--- src/rtl/uart_burst_tx.sv ---
// Buffered UART transmitter: queued words leave as 1..DATA_W/8 back-to-back 8N1 frames.
// A DEPTH-entry request FIFO decouples the producer from the serial line.
module uart_burst_tx #(
    parameter int unsigned DATA_W       = 64,
    parameter int unsigned DEPTH        = 4,
    parameter int unsigned CLKS_PER_BIT = 868,
    parameter int unsigned MSB_FIRST    = 0,
    localparam int unsigned NB          = DATA_W / 8,
    localparam int unsigned LW          = $clog2(NB + 1),
    localparam int unsigned LVW         = $clog2(DEPTH + 1)
) (
    input  logic              clk,
    input  logic              rst_n,
    input  logic              req_valid,
    output logic              req_ready,
    input  logic [DATA_W-1:0] req_data,
    input  logic [LW-1:0]     req_len,
    output logic              tx_pin_out,
    output logic              busy,
    output logic [LVW-1:0]    fifo_level
);

    localparam int unsigned PW = $clog2(DEPTH);
    localparam int unsigned IW = (NB > 1) ? $clog2(NB) : 1;
    localparam int unsigned TW = $clog2(CLKS_PER_BIT);

    typedef enum logic [1:0] {StIdle, StStart, StData, StStop} state_e;

    // Request FIFO
    logic [DATA_W-1:0] mem_data [DEPTH];
    logic [LW-1:0]     mem_len  [DEPTH];
    logic [PW-1:0]     wr_ptr_q, rd_ptr_q;
    logic [LVW-1:0]    level_q, level_d;
    logic [LW-1:0]     len_clamped;
    logic              ready_q, ready_d;
    logic              push, pop;

    // Transmit FSM
    state_e            state_q, state_d;
    logic [TW-1:0]     timer_q, timer_d;
    logic [2:0]        bit_idx_q, bit_idx_d;
    logic [LW-1:0]     cnt_q, cnt_d;
    logic [IW-1:0]     idx_q, idx_d;
    logic [DATA_W-1:0] word_q, word_d;
    logic [7:0]        byte_q, byte_d;
    logic              tx_q, tx_d;
    logic              busy_q, busy_d;
    logic              bit_end;

    assign len_clamped = (req_len > LW'(NB)) ? LW'(NB) : req_len;
    assign push        = req_valid & ready_q;
    assign bit_end     = (timer_q == TW'(CLKS_PER_BIT - 1));

    always_ff @(posedge clk) begin
        if (push) begin
            mem_data[wr_ptr_q] <= req_data;
            mem_len[wr_ptr_q]  <= len_clamped;
        end
    end

    always_comb begin
        level_d = level_q;
        case ({push, pop})
            2'b10:   level_d = level_q + LVW'(1);
            2'b01:   level_d = level_q - LVW'(1);
            default: level_d = level_q;
        endcase
    end

    always_ff @(posedge clk or negedge rst_n) begin
        if (!rst_n) begin
            wr_ptr_q <= '0;
            rd_ptr_q <= '0;
            level_q  <= '0;
        end else begin
            if (push) wr_ptr_q <= wr_ptr_q + PW'(1);
            if (pop)  rd_ptr_q <= rd_ptr_q + PW'(1);
            level_q <= level_d;
        end
    end

    // State register plus registered outputs
    always_ff @(posedge clk or negedge rst_n) begin
        if (!rst_n) begin
            state_q   <= StIdle;
            timer_q   <= '0;
            bit_idx_q <= '0;
            cnt_q     <= '0;
            idx_q     <= '0;
            word_q    <= '0;
            byte_q    <= '0;
            tx_q      <= 1'b1;
            busy_q    <= 1'b0;
            ready_q   <= 1'b1;
        end else begin
            state_q   <= state_d;
            timer_q   <= timer_d;
            bit_idx_q <= bit_idx_d;
            cnt_q     <= cnt_d;
            idx_q     <= idx_d;
            word_q    <= word_d;
            byte_q    <= byte_d;
            tx_q      <= tx_d;
            busy_q    <= busy_d;
            ready_q   <= ready_d;
        end
    end

    // Next-state logic
    always_comb begin
        state_d   = state_q;
        timer_d   = bit_end ? '0 : timer_q + TW'(1);
        bit_idx_d = bit_idx_q;
        cnt_d     = cnt_q;
        idx_d     = idx_q;
        word_d    = word_q;
        byte_d    = byte_q;
        pop       = 1'b0;
        unique case (state_q)
            StIdle: begin
                timer_d = '0;
                if (level_q != '0) begin
                    pop    = 1'b1;
                    word_d = mem_data[rd_ptr_q];
                    cnt_d  = mem_len[rd_ptr_q];
                    idx_d  = (MSB_FIRST != 0) ? IW'(mem_len[rd_ptr_q] - LW'(1)) : '0;
                    // A zero-length entry is simply dropped; the FSM stays idle.
                    if (mem_len[rd_ptr_q] != '0) begin
                        state_d = StStart;
                        byte_d  = mem_data[rd_ptr_q][int'(idx_d)*8 +: 8];
                    end
                end
            end
            StStart: begin
                if (bit_end) begin
                    state_d   = StData;
                    bit_idx_d = '0;
                end
            end
            StData: begin
                if (bit_end) begin
                    if (bit_idx_q == 3'd7) state_d = StStop;
                    else bit_idx_d = bit_idx_q + 3'd1;
                end
            end
            StStop: begin
                if (bit_end) begin
                    cnt_d = cnt_q - LW'(1);
                    if (cnt_d != '0) begin
                        state_d = StStart;
                        idx_d   = (MSB_FIRST != 0) ? idx_q - IW'(1) : idx_q + IW'(1);
                        byte_d  = word_q[int'(idx_d)*8 +: 8];
                    end else begin
                        state_d = StIdle;
                    end
                end
            end
        endcase
    end

    // Output logic, evaluated on next state so the pins are registered without lag
    always_comb begin
        tx_d = 1'b1;
        case (state_d)
            StStart: tx_d = 1'b0;
            StData:  tx_d = byte_d[bit_idx_d];
            default: tx_d = 1'b1;
        endcase
        busy_d  = !((state_d == StIdle) && (level_d == '0));
        ready_d = (level_d < LVW'(DEPTH));
    end

    assign req_ready  = ready_q;
    assign tx_pin_out = tx_q;
    assign busy       = busy_q;
    assign fifo_level = level_q;

endmodule
--- config.mk ---
export PLATFORM = sky130hd
export DESIGN_NAME = uart_burst_tx
export DESIGN_NICKNAME = d
export VERILOG_FILES = /design/src/rtl/uart_burst_tx.sv
export SDC_FILE = /design/constraint.sdc
export NUM_CORES = 1
export LEC_CHECK = 0
export ABC_CLOCK_PERIOD_IN_PS = 7750
export CAP_MARGIN = 5
export CORE_MARGIN = 3
export CORE_UTILIZATION = 64
export DETAILED_ROUTE_END_ITERATION = 12
export GPL_ROUTABILITY_DRIVEN = 0
export GPL_TIMING_DRIVEN = 0
export HOLD_SLACK_MARGIN = 0.05
export PLACE_DENSITY = 0.82
export SLEW_MARGIN = 20
export SYNTH_ARGS = -nofsm -noshare
export SYNTH_HDL_FRONTEND = slang
export SYNTH_SLANG_ARGS = --single-unit
--- constraint.sdc ---
create_clock -name clk -period 7.75 [get_ports clk]
set_input_delay 1.55 -clock clk [delete_from_list [all_inputs] [get_ports clk]]
set_output_delay 1.55 -clock clk [all_outputs]
set_load 0.005 [all_outputs]
==> results of run 1 <==
==> per-stage QoR <==
stage               area, sq um  power, mW
CTS                       17600      6.681
detailed placement        16350      4.837
global placement          16190      4.756
global route              17600      6.971
finish                    17600      6.643
floorplan                 15040      4.184
==> state kept, by name, indices dropped and copies added (netlist names), 2 cells and up <==
| signal | flops |
|---|---|
| mem_data | 256 |
| word_q | 64 |
| mem_len | 16 |
| timer_q | 10 |
| byte_q | 8 |
| cnt_q | 4 |
| bit_idx_q | 3 |
| fifo_level | 3 |
| idx_q | 3 |
| rd_ptr_q | 2 |
| state_q | 2 |
| wr_ptr_q | 2 |
==> per-layer routing <==
| metal | global-route usage, % | up-vias | part of all wire [%] |
|---|---|---|---|
| met5 | 0 | - | 0 |
| met4 | 8.118 | 0 | 2.4 |
| met3 | 3.694 | 65 | 5.2 |
| met2 | 41.78 | 264 | 51 |
| met1 | 34.79 | 4261 | 41 |
| li1 | - | 3640 | - |
==> worst max-delay path by stage <==
stage                                     endpoint  cells after the start
after global placement      word_q[30]$_DFFE_PN0P_                      1
after CTS                     tx_pin_out$_DFF_PN1_                      9
after detailed placement            busy$_DFF_PN0_                     10
after floorplan           mem_data[0][0]$_DFFE_PP_                      1
after global routing          tx_pin_out$_DFF_PN1_                      9
final                         tx_pin_out$_DFF_PN1_                      9
==> tightest hold or removal path, stage by stage (launching register included) <==
cell	delay (ps)
dfrtp_1	340
nand2_1	50
nand2_1	60
==> kinds of logic after synthesis <==
family                     count (synthesis)  share of synthesized area, %
AOI/OAI and AO/OA                         50                         2.538
adders and majority gates                 15                         1.298
buffers and inverters                     60                         1.681
DFF                                      376                         71.65
muxes                                    101                         13.80
xor gates and xnor gates                  15                        0.8737
and+or+nand+nor                          287                         8.163
==> synth_stat cells (3+ instances only) <==
cell type  number
mux2i_1         7
buf_2           4
buf_1           9
nand3b_1        3
mux2_2         10
edfxtp_1      272
buf_6           3
nor2_1         18
clkbuf_1       25
nand3_1         8
ha_1           14
and3_1          6
a21o_1          3
nand2_1       215
a221o_1         5
and2_1          3
a22o_1          6
dfrtp_1       102
nor2b_1         7
xnor2_1        10
nor3_1          5
a21oi_1         9
o21ai_0         9
mux4_2         84
inv_1          19
nand2b_1        5
xor2_1          5
or3_1           4
==> power by group through the flow <==
stage	sequential, mW	combinational [mW]	clock [mW]
floorplan	2.81	1.38	0
detailed placement	2.87	1.97	0
global placement	2.88	1.88	0
global route	2.89	2.19	1.89
CTS	2.84	2.02	1.82
finish	2.85	2.00	1.79
==> area by class of cell <==
type                    instances  area (sq um)
flip-flops and latches        376         10770
fillers                      1260          5248
multi-input cells             468          4030
clock buffers                  61          1191
repair buffers                 81         899.6
well taps                     313         391.6
plain buffers                  41         181.4
inverters                      19         71.32
clock inverters                 7         61.31
==> results.toml, run 1 <==
[status]
status = "finished, final reports clean"

[cts]
cts_buffers = 37
cts_root_buffer = "clkbuf_16"
cts.sinks = 376
clockBufferDepth = 3
ctsHoldBuffers = 0
ctsResizeCount = 0
insertion_delay_ps = 520
cts_tree = "yes"
cts.clk_slew.worst_paths_ps = 60
cts_setup_buffers = 0
htreeDepth = 2

[timing]
setup_slack_ps = 4166
maxSlewViolCount = 0
finalCritPeriodShare_pct = 46.24
fin_skew_ps = 14.92
hold_viol = 0
hold_ws_ps = 475.4
finalSetupViolations = 0
fmax_ghz = 0.2791
rsz0062_at_grt = "false"
worstMarginPinSlew_ps = 967.6
slew-limit-headroom_pct = 35.50
finalSetupTns_ps = 0
finalCriticalPeriod_ps = 3584

[layout]
fin_cells = 1366
antenna_cells = 0
drive_above_1_share_pct = 16.43
fin_nets = 1110
final_common_cell = "edfxtp_1"
fin_util_pct = 77.03
area.growth.synth_to_final_pct = 17.05
mostFrequentLayoutCells = "edfxtp_1 (272), nand2_1 (215), dfrtp_1 (102)"

[power_and_ir_drop]
p_int_mw = 4.566
combPwrFrac_pct = 30.2
power_frac_clock_pct = 27.0
p_switching_mw = 2.078
cellPowerDensity_nw_per_um2 = 377.5
p_sw_share_pct = 31.28
ir_worst_vdd_uv = 248.1
cellLeakagePower_nw = 6.509
seqPwrFrac_pct = 42.9

[critical_path]
end_kind = "flop"
rrSetupSlack_ps = 4170
cp.arrival_ps = 3980
worstPathCellList = "ha_1 -> clkbuf_1 -> clkbuf_1 -> mux4_2 -> mux2_2 -> a221o_1 -> mux2_2 -> a32oi_1 -> a41oi_1"
worstRegToRegCells = 9
crit_required_ps = 8140
rr_endpoint = "tx_pin_out$_DFF_PN1_"
critPathTopFamily = "multiplexers"
rr_startpoint = "idx_q[1]$_DFFE_PN0P_"
critPathMaxFanout = 10
cp_num_buf_inv = 2
crit_type = "flop to flop"
startpoint = "idx_q[1]$_DFFE_PN0P_"
critPathSlowestCell = "clkbuf_1"
critPathLaunchType = "flop"
slowest_delay_ps = 550

[worst_hold_path]
holdPathStages = 2
hold_end = "word_q[43]$_DFFE_PN0P_"
min_from = "word_q[43]$_DFFE_PN0P_"
hold_class = "flop to flop"

[floorplanning]
io_pins = 77
fp-row-count = 55
core_sq_um = 22850
die_x_microns = 159.3
fp.dieH_microns = 159.3
start_util_pct = 65.81
die_area_sq_um = 25370

[placed_design]
dpl_worst_slack_ps = 3861
hpwl_microns = 19230
dp_cells = 1298
io_buffers = 76

[grt]
track_usage_pct = 24.98
grt_antenna_before_repair = 0
grt_max_degree = 81
grt_pass1_vias = 8755
grt_overflow_total = 0
grt_pass1_wl_microns = 49400

[route]
wl_per_cell_microns = 22.43
vias = 8230
wirelength_microns = 30630
ant_nets = 0
drt_first_pass_iters = 5
drt_iter0_markers = 736
viasPerCell = 6.025
drc_errors = 0

[yosys]
ys.flop_type = "edfxtp_1"
synth_top_area_share_pct = 54.32
netlist_area_sq_um = 15040
synth.largest_area_cell = "edfxtp_1"
synth_nets = 990
synth-edff-count = 272
ys_warn_count = 0
synth_cell_types = 55
yosysSeqAreaShare_pct = 71.65
async_reset_ff_share_pct = 27.66
syn_avg_cell_area_sq_um = 16.63
synth_top_cells_by_area = "edfxtp_1 (54%), dfrtp_1 (17%), mux4_2 (13%), nand2_1 (5.4%), ha_1 (1.2%)"
syn_inst = 904
synth_seq_cells = 376

[job]
cap_violations = 0
Power figures use the tool's default switching activity.
==> run 2, diff against run 1 <==
--- a/config.mk
+++ b/config.mk
@@ -5,15 +5,15 @@
 export SDC_FILE = /design/constraint.sdc
 export NUM_CORES = 1
 export LEC_CHECK = 0
-export ABC_CLOCK_PERIOD_IN_PS = 7750
+export ABC_CLOCK_PERIOD_IN_PS = 3700
 export CAP_MARGIN = 5
 export CORE_MARGIN = 3
-export CORE_UTILIZATION = 64
+export CORE_UTILIZATION = 60
 export DETAILED_ROUTE_END_ITERATION = 12
 export GPL_ROUTABILITY_DRIVEN = 0
 export GPL_TIMING_DRIVEN = 0
 export HOLD_SLACK_MARGIN = 0.05
-export PLACE_DENSITY = 0.82
+export PLACE_DENSITY = 0.78
 export SLEW_MARGIN = 20
 export SYNTH_ARGS = -nofsm -noshare
 export SYNTH_HDL_FRONTEND = slang
==> constraint.sdc (replaced) <==
create_clock -name clk -period 3.7 [get_ports clk]
set_input_delay 0.74 -clock clk [delete_from_list [all_inputs] [get_ports clk]]
set_output_delay 0.74 -clock clk [all_outputs]
set_load 0.005 [all_outputs]
==> run 2 against run 1 <==
Compared with the run above: worst hold slack got worse by 390 ps; fmax increased by 1.7%; critical path depth unchanged; combinational power grew 110%; sequential share of layout area is essentially flat; largest power group unchanged.
==> results.toml, run 2 (synthesis gave the netlist of run 1 again) <==
[status]
status = "finished, final reports clean"

[cts]
cts.sinks = 376
cts.clk_slew.worst_paths_ps = 70
cts_buffers = 38
ctsResizeCount = 0
insertion_delay_ps = 530
htreeDepth = 2
cts_setup_buffers = 0
cts_tree = "yes"
cts_root_buffer = "clkbuf_16"
ctsHoldBuffers = 0
clockBufferDepth = 3

[critical_path]
rr_endpoint = "tx_pin_out$_DFF_PN1_"
crit_required_ps = 4100
cp.arrival_ps = 3930
rrSetupSlack_ps = 180
end_kind = "flop"
worstRegToRegCells = 9
crit_type = "flop to flop"
critPathSlowestCell = "clkbuf_1"
critPathMaxFanout = 10
rr_startpoint = "idx_q[1]$_DFFE_PN0P_"
worstPathCellList = "ha_1 -> clkbuf_1 -> clkbuf_1 -> mux4_2 -> mux2_2 -> a221o_1 -> mux2_2 -> a32oi_1 -> a41oi_1"
critPathLaunchType = "flop"
slowest_delay_ps = 560

[route]
wl_per_cell_microns = 22.00
drt_first_pass_iters = 5
drt_iter0_markers = 683
wirelength_microns = 30340
drc_errors = 0
vias = 8217
ant_nets = 0
viasPerCell = 5.959

[floorplanning]
die_x_microns = 164.3
io_pins = 77
start_util_pct = 61.46
core_sq_um = 24460
die_area_sq_um = 26990
fp.dieH_microns = 164.3
fp-row-count = 57

[timing]
finalCritPeriodShare_pct = 95.20
fmax_ghz = 0.2839
rsz0062_at_grt = "false"
fin_skew_ps = 26.87
hold_ws_ps = 80.43
worstMarginPinSlew_ps = 870.9
slew-limit-headroom_pct = 41.94
maxSlewViolCount = 0
finalSetupTns_ps = 0
setup_slack_ps = 177.7
finalCriticalPeriod_ps = 3522
hold_viol = 0
finalSetupViolations = 0

[layout]
fin_util_pct = 71.91
largest_reg_flops = 256
fin_area_sq_um = 17590
area.growth.synth_to_final_pct = 17.00
antenna_cells = 0
drive_above_1_share_pct = 16.11
final_common_cell = "edfxtp_1"
mostFrequentLayoutCells = "edfxtp_1 (272), nand2_1 (215), dfrtp_1 (102)"
fin_cells = 1379
largestRegisters = "mem_data x256, word_q x64, mem_len x16"
fin_nets = 1111
largest_register = "mem_data"

[grt]
grt_max_degree = 79
grt_overflow_total = 0
grt_pass1_vias = 8653
grt_antenna_before_repair = 0
track_usage_pct = 23.84
grt_pass1_wl_microns = 48870

[placed_design]
place_area_sq_um = 16360
hpwl_microns = 19470
io_buffers = 76
dpl_worst_slack_ps = 276.1
dp_cells = 1309

[worst_hold_path]
hold_class = "input pin to asynchronous set/reset pin"

[power_and_ir_drop]
ir_worst_vdd_uv = 460.6
cellPowerDensity_nw_per_um2 = 787.0
cellLeakagePower_nw = 6.489
total_power_mw = 13.85

[job]
cap_violations = 0
-- run 2: worst max path at each step --
stage                    startpoint                        to  cells after the start
3_3_place_gp                  rst_n    word_q[21]$_DFFE_PN0P_                      1
2_1_floorplan             req_valid  mem_data[0][0]$_DFFE_PP_                      1
3_5_place_dp   idx_q[1]$_DFFE_PN0P_      tx_pin_out$_DFF_PN1_                      9
6_report       idx_q[1]$_DFFE_PN0P_      tx_pin_out$_DFF_PN1_                      9
5_1_grt        idx_q[1]$_DFFE_PN0P_      tx_pin_out$_DFF_PN1_                      9
4_1_cts        idx_q[1]$_DFFE_PN0P_      tx_pin_out$_DFF_PN1_                      9
-- run 2: per-layer routing --
layer / global-route usage, % / part of all wire [%] / vias up
li1: - / - / 3647
met1: 34.28 / 43 / 4214
met2: 38.97 / 50 / 311
met3: 3.758 / 5.6 / 45
met4: 6.344 / 1.9 / 0
met5: 0 / 0 / -
-- run 2: power by group --
part           internal [mW]  leakage (nW)  switching (mW)  total, mW
clock network           2.20         0.596            1.53       3.74
registers               5.52          3.76           0.428       5.95
logic                   1.77          2.13            2.39       4.16
total                   9.49          6.49            4.35       13.8
-- run 2: cell type report --
type                    instances  area, sq um
repair buffers                 81        899.6
fillers                      1489         6870
plain buffers                  41        181.4
multi-input cells             468         4030
flip-flops and latches        376        10770
inverters                      19        71.32
clock inverters                19        190.2
clock buffers                  51         1041
well taps                     324        405.4
-- run 2: worst max-delay path, delay by kind of cell, from the launching register on --
| family | cells | cell delay [ps] |
|---|---|---|
| AO/OA/AOI/OAI | 3 | 700 |
| flip-flops | 1 | 410 |
| buffers and inverters | 2 | 1000 |
| adder cells (fa/ha/maj) | 1 | 280 |
| multiplexers | 3 | 1020 |
==> variant, RTL diff (config.mk and constraints of run 2) <==
The parameter `CLKS_PER_BIT` goes from 868 to 3472.
--- a/src/rtl/uart_burst_tx.sv
+++ b/src/rtl/uart_burst_tx.sv
@@ -5,3 +5,3 @@
     parameter int unsigned DEPTH        = 4,
-    parameter int unsigned CLKS_PER_BIT = 868,
+    parameter int unsigned CLKS_PER_BIT = 3472,
     parameter int unsigned MSB_FIRST    = 0,
Check against the original RTL: same outputs for any inputs over 10 cycles, from zero or initial values and one cycle with rst_n low; that may be too few to reach the edited logic, so the function may still have changed.
==> variant against run 2 <==
  * Routed wire length fell by 4.1%
  * Highest routed layer unchanged
  * Design area is 0.62% higher
  * Setup slack gained 0.16 ns
  * Sequential cell count up 2
  * Largest power group unchanged
  * Synthesized area is 0.14% higher
  * Power rose by 0.91%
  * Maximum frequency rose by 4.8%
  * Critical path depth grew 1
  * Combinational power fell by 3%
==> variant: results (changes against run 2) <==
stage	metric	value	unit	change
timing	tightest_slew	1.08	ns	+0.204 ns
place	dp_hpwl	18.9	mm	-2.8%
timing	clock-skew-final	0.0147	ns	-0.0121 ns
pwr	total_power	14.0	mW	+0.91%
setup_path	max_stage_delay	0.66	ns	+0.10 ns
pwr	cellLeakagePower	6.25	nW	-3.7%
routing	met3WireLength	1.60	mm	-6.3%
place	port_buffers	76		unchanged
cts	clkTransAtPathRegs	0.06	ns	
routing	drt_iter0_markers	528		-23%
routing	via_count	7633		-7.1%
logic_synthesis	synthTopCellsByArea	edfxtp_1 (54%), dfrtp_1 (17%), mux4_2 (13%)		
layout	reg.largest.list	mem_data x256, word_q x64, mem_len x16		
routing	top_layer	met4		
setup_path	rrSetupSlack	0.34	ns	+0.16 ns
logic_synthesis	synthDistinctLibCells	53		-3.6%
cts	clk_path_buf_depth	3		unchanged
global_route	grt_pass1_vias	8159		-5.7%
logic_synthesis	synth.net_count	858		-13%
worst_hold_path	worstHoldPathType	in -> async		
pwr	p_clk_share	28.2	%	+1.2 points
pwr	power_frac_seq	43.1	%	about the same
global_route	grt_pass1_wl	45.8	mm	-6.2%
setup_path	path_max_fanout	10		unchanged
routing	wl_met2	14.7	mm	-3.1%
global_route	track_usage	22.6	%	-1.3 points
timing	max_freq	298	MHz	+4.8%
cts	tritoncts.num_buffers	39		+2.6%
global_route	grtUsageMet2	36.6	%	-2.3 points
setup_path	rr_endpoint	tx_pin_out		
global_route	grtUsageMet1	31.2	%	-3.1 points
routing	finalWirelength	29.1	mm	-4.1%
cts	ctsRootBufferMaster	clkbuf_16		
setup_path	rr_worst_depth	10		+1
setup_path	path_class	reg -> reg		
place	dp_slack	0.374	ns	+0.0976 ns
setup_path	cpLargestDelayFamily	buffers and inverters		
routing	detail_route.vias_per_cell	6.11		+2.6%
logic_synthesis	syn_inst	772		-15%
pwr	switching_share	28.5	%	-2.9 points
logic_synthesis	yosysSeqAreaShare	71.9	%	+0.23 points
routing	wl_met1	11.8	mm	-8.2%
logic_synthesis	synth_async_sr_flop_share	28.0	%	+0.38 points
setup_path	cp.arrival	3.77	ns	-0.16 ns
layout	layout.nets	980		-12%
timing	fin_hold_ws	0.190	ns	+0.110 ns
layout	nFillCells	1362		-8.5%
logic_synthesis	synth_warnings	0		unchanged
place	dpl_cell_area	16400	µm²	+0.13%
global_route	grt_use_met3	3.89	%	+0.13 points
cts	cts_resized	0		unchanged
routing	firstDrtPassIters	5		unchanged
place	dp_cells	1177		-10%
outcome	status	finished clean		
global_route	grt_max_degree	59		-25%
layout	diodes	0		unchanged
layout	drive_above_1_share	25.8	%	+9.7 points
pwr	vdd_drop_max	0.000419	V	-9.0%
logic_synthesis	netlist_top_cells_count	edfxtp_1 (272), dfrtp_1 (104), mux4_2 (84)		
==> variant: changes by cell type in the layout (fill, tap and decap cells not counted), sizes merged, moves of 5 or more <==
cell and change:
mux2i +8, mux2 +57, o2bb2ai +5, a22o -5
a21o +7, nand2 -196, a221o -5, nor2 +9
o21ai +6, clkinv -9
==> variant: cell type report <==
cell class	instances	area [µm²]	share of cell area (%)
Clock inverter	12	161	0.912
Tap cell	324	405	2.29
Clock buffer	60	1160	6.54
Multi-Input combinational cell	344	4040	22.8
Inverter	18	67.6	0.382
Sequential cell	378	10800	61.1
Buffer	32	144	0.813
Timing Repair Buffer	81	900	5.08
==> variant: cells by family after synthesis <==
group | Yosys count | synth area share, %
adder cells (fa/ha/maj) | 15 | 1.30
XOR/XNOR | 17 | 0.989
AND/OR/NAND/NOR | 89 | 3.18
multiplexers | 166 | 18.6
flip-flops | 378 | 71.9
buffers and inverters | 50 | 1.40
AO/OA/AOI/OAI | 57 | 2.68
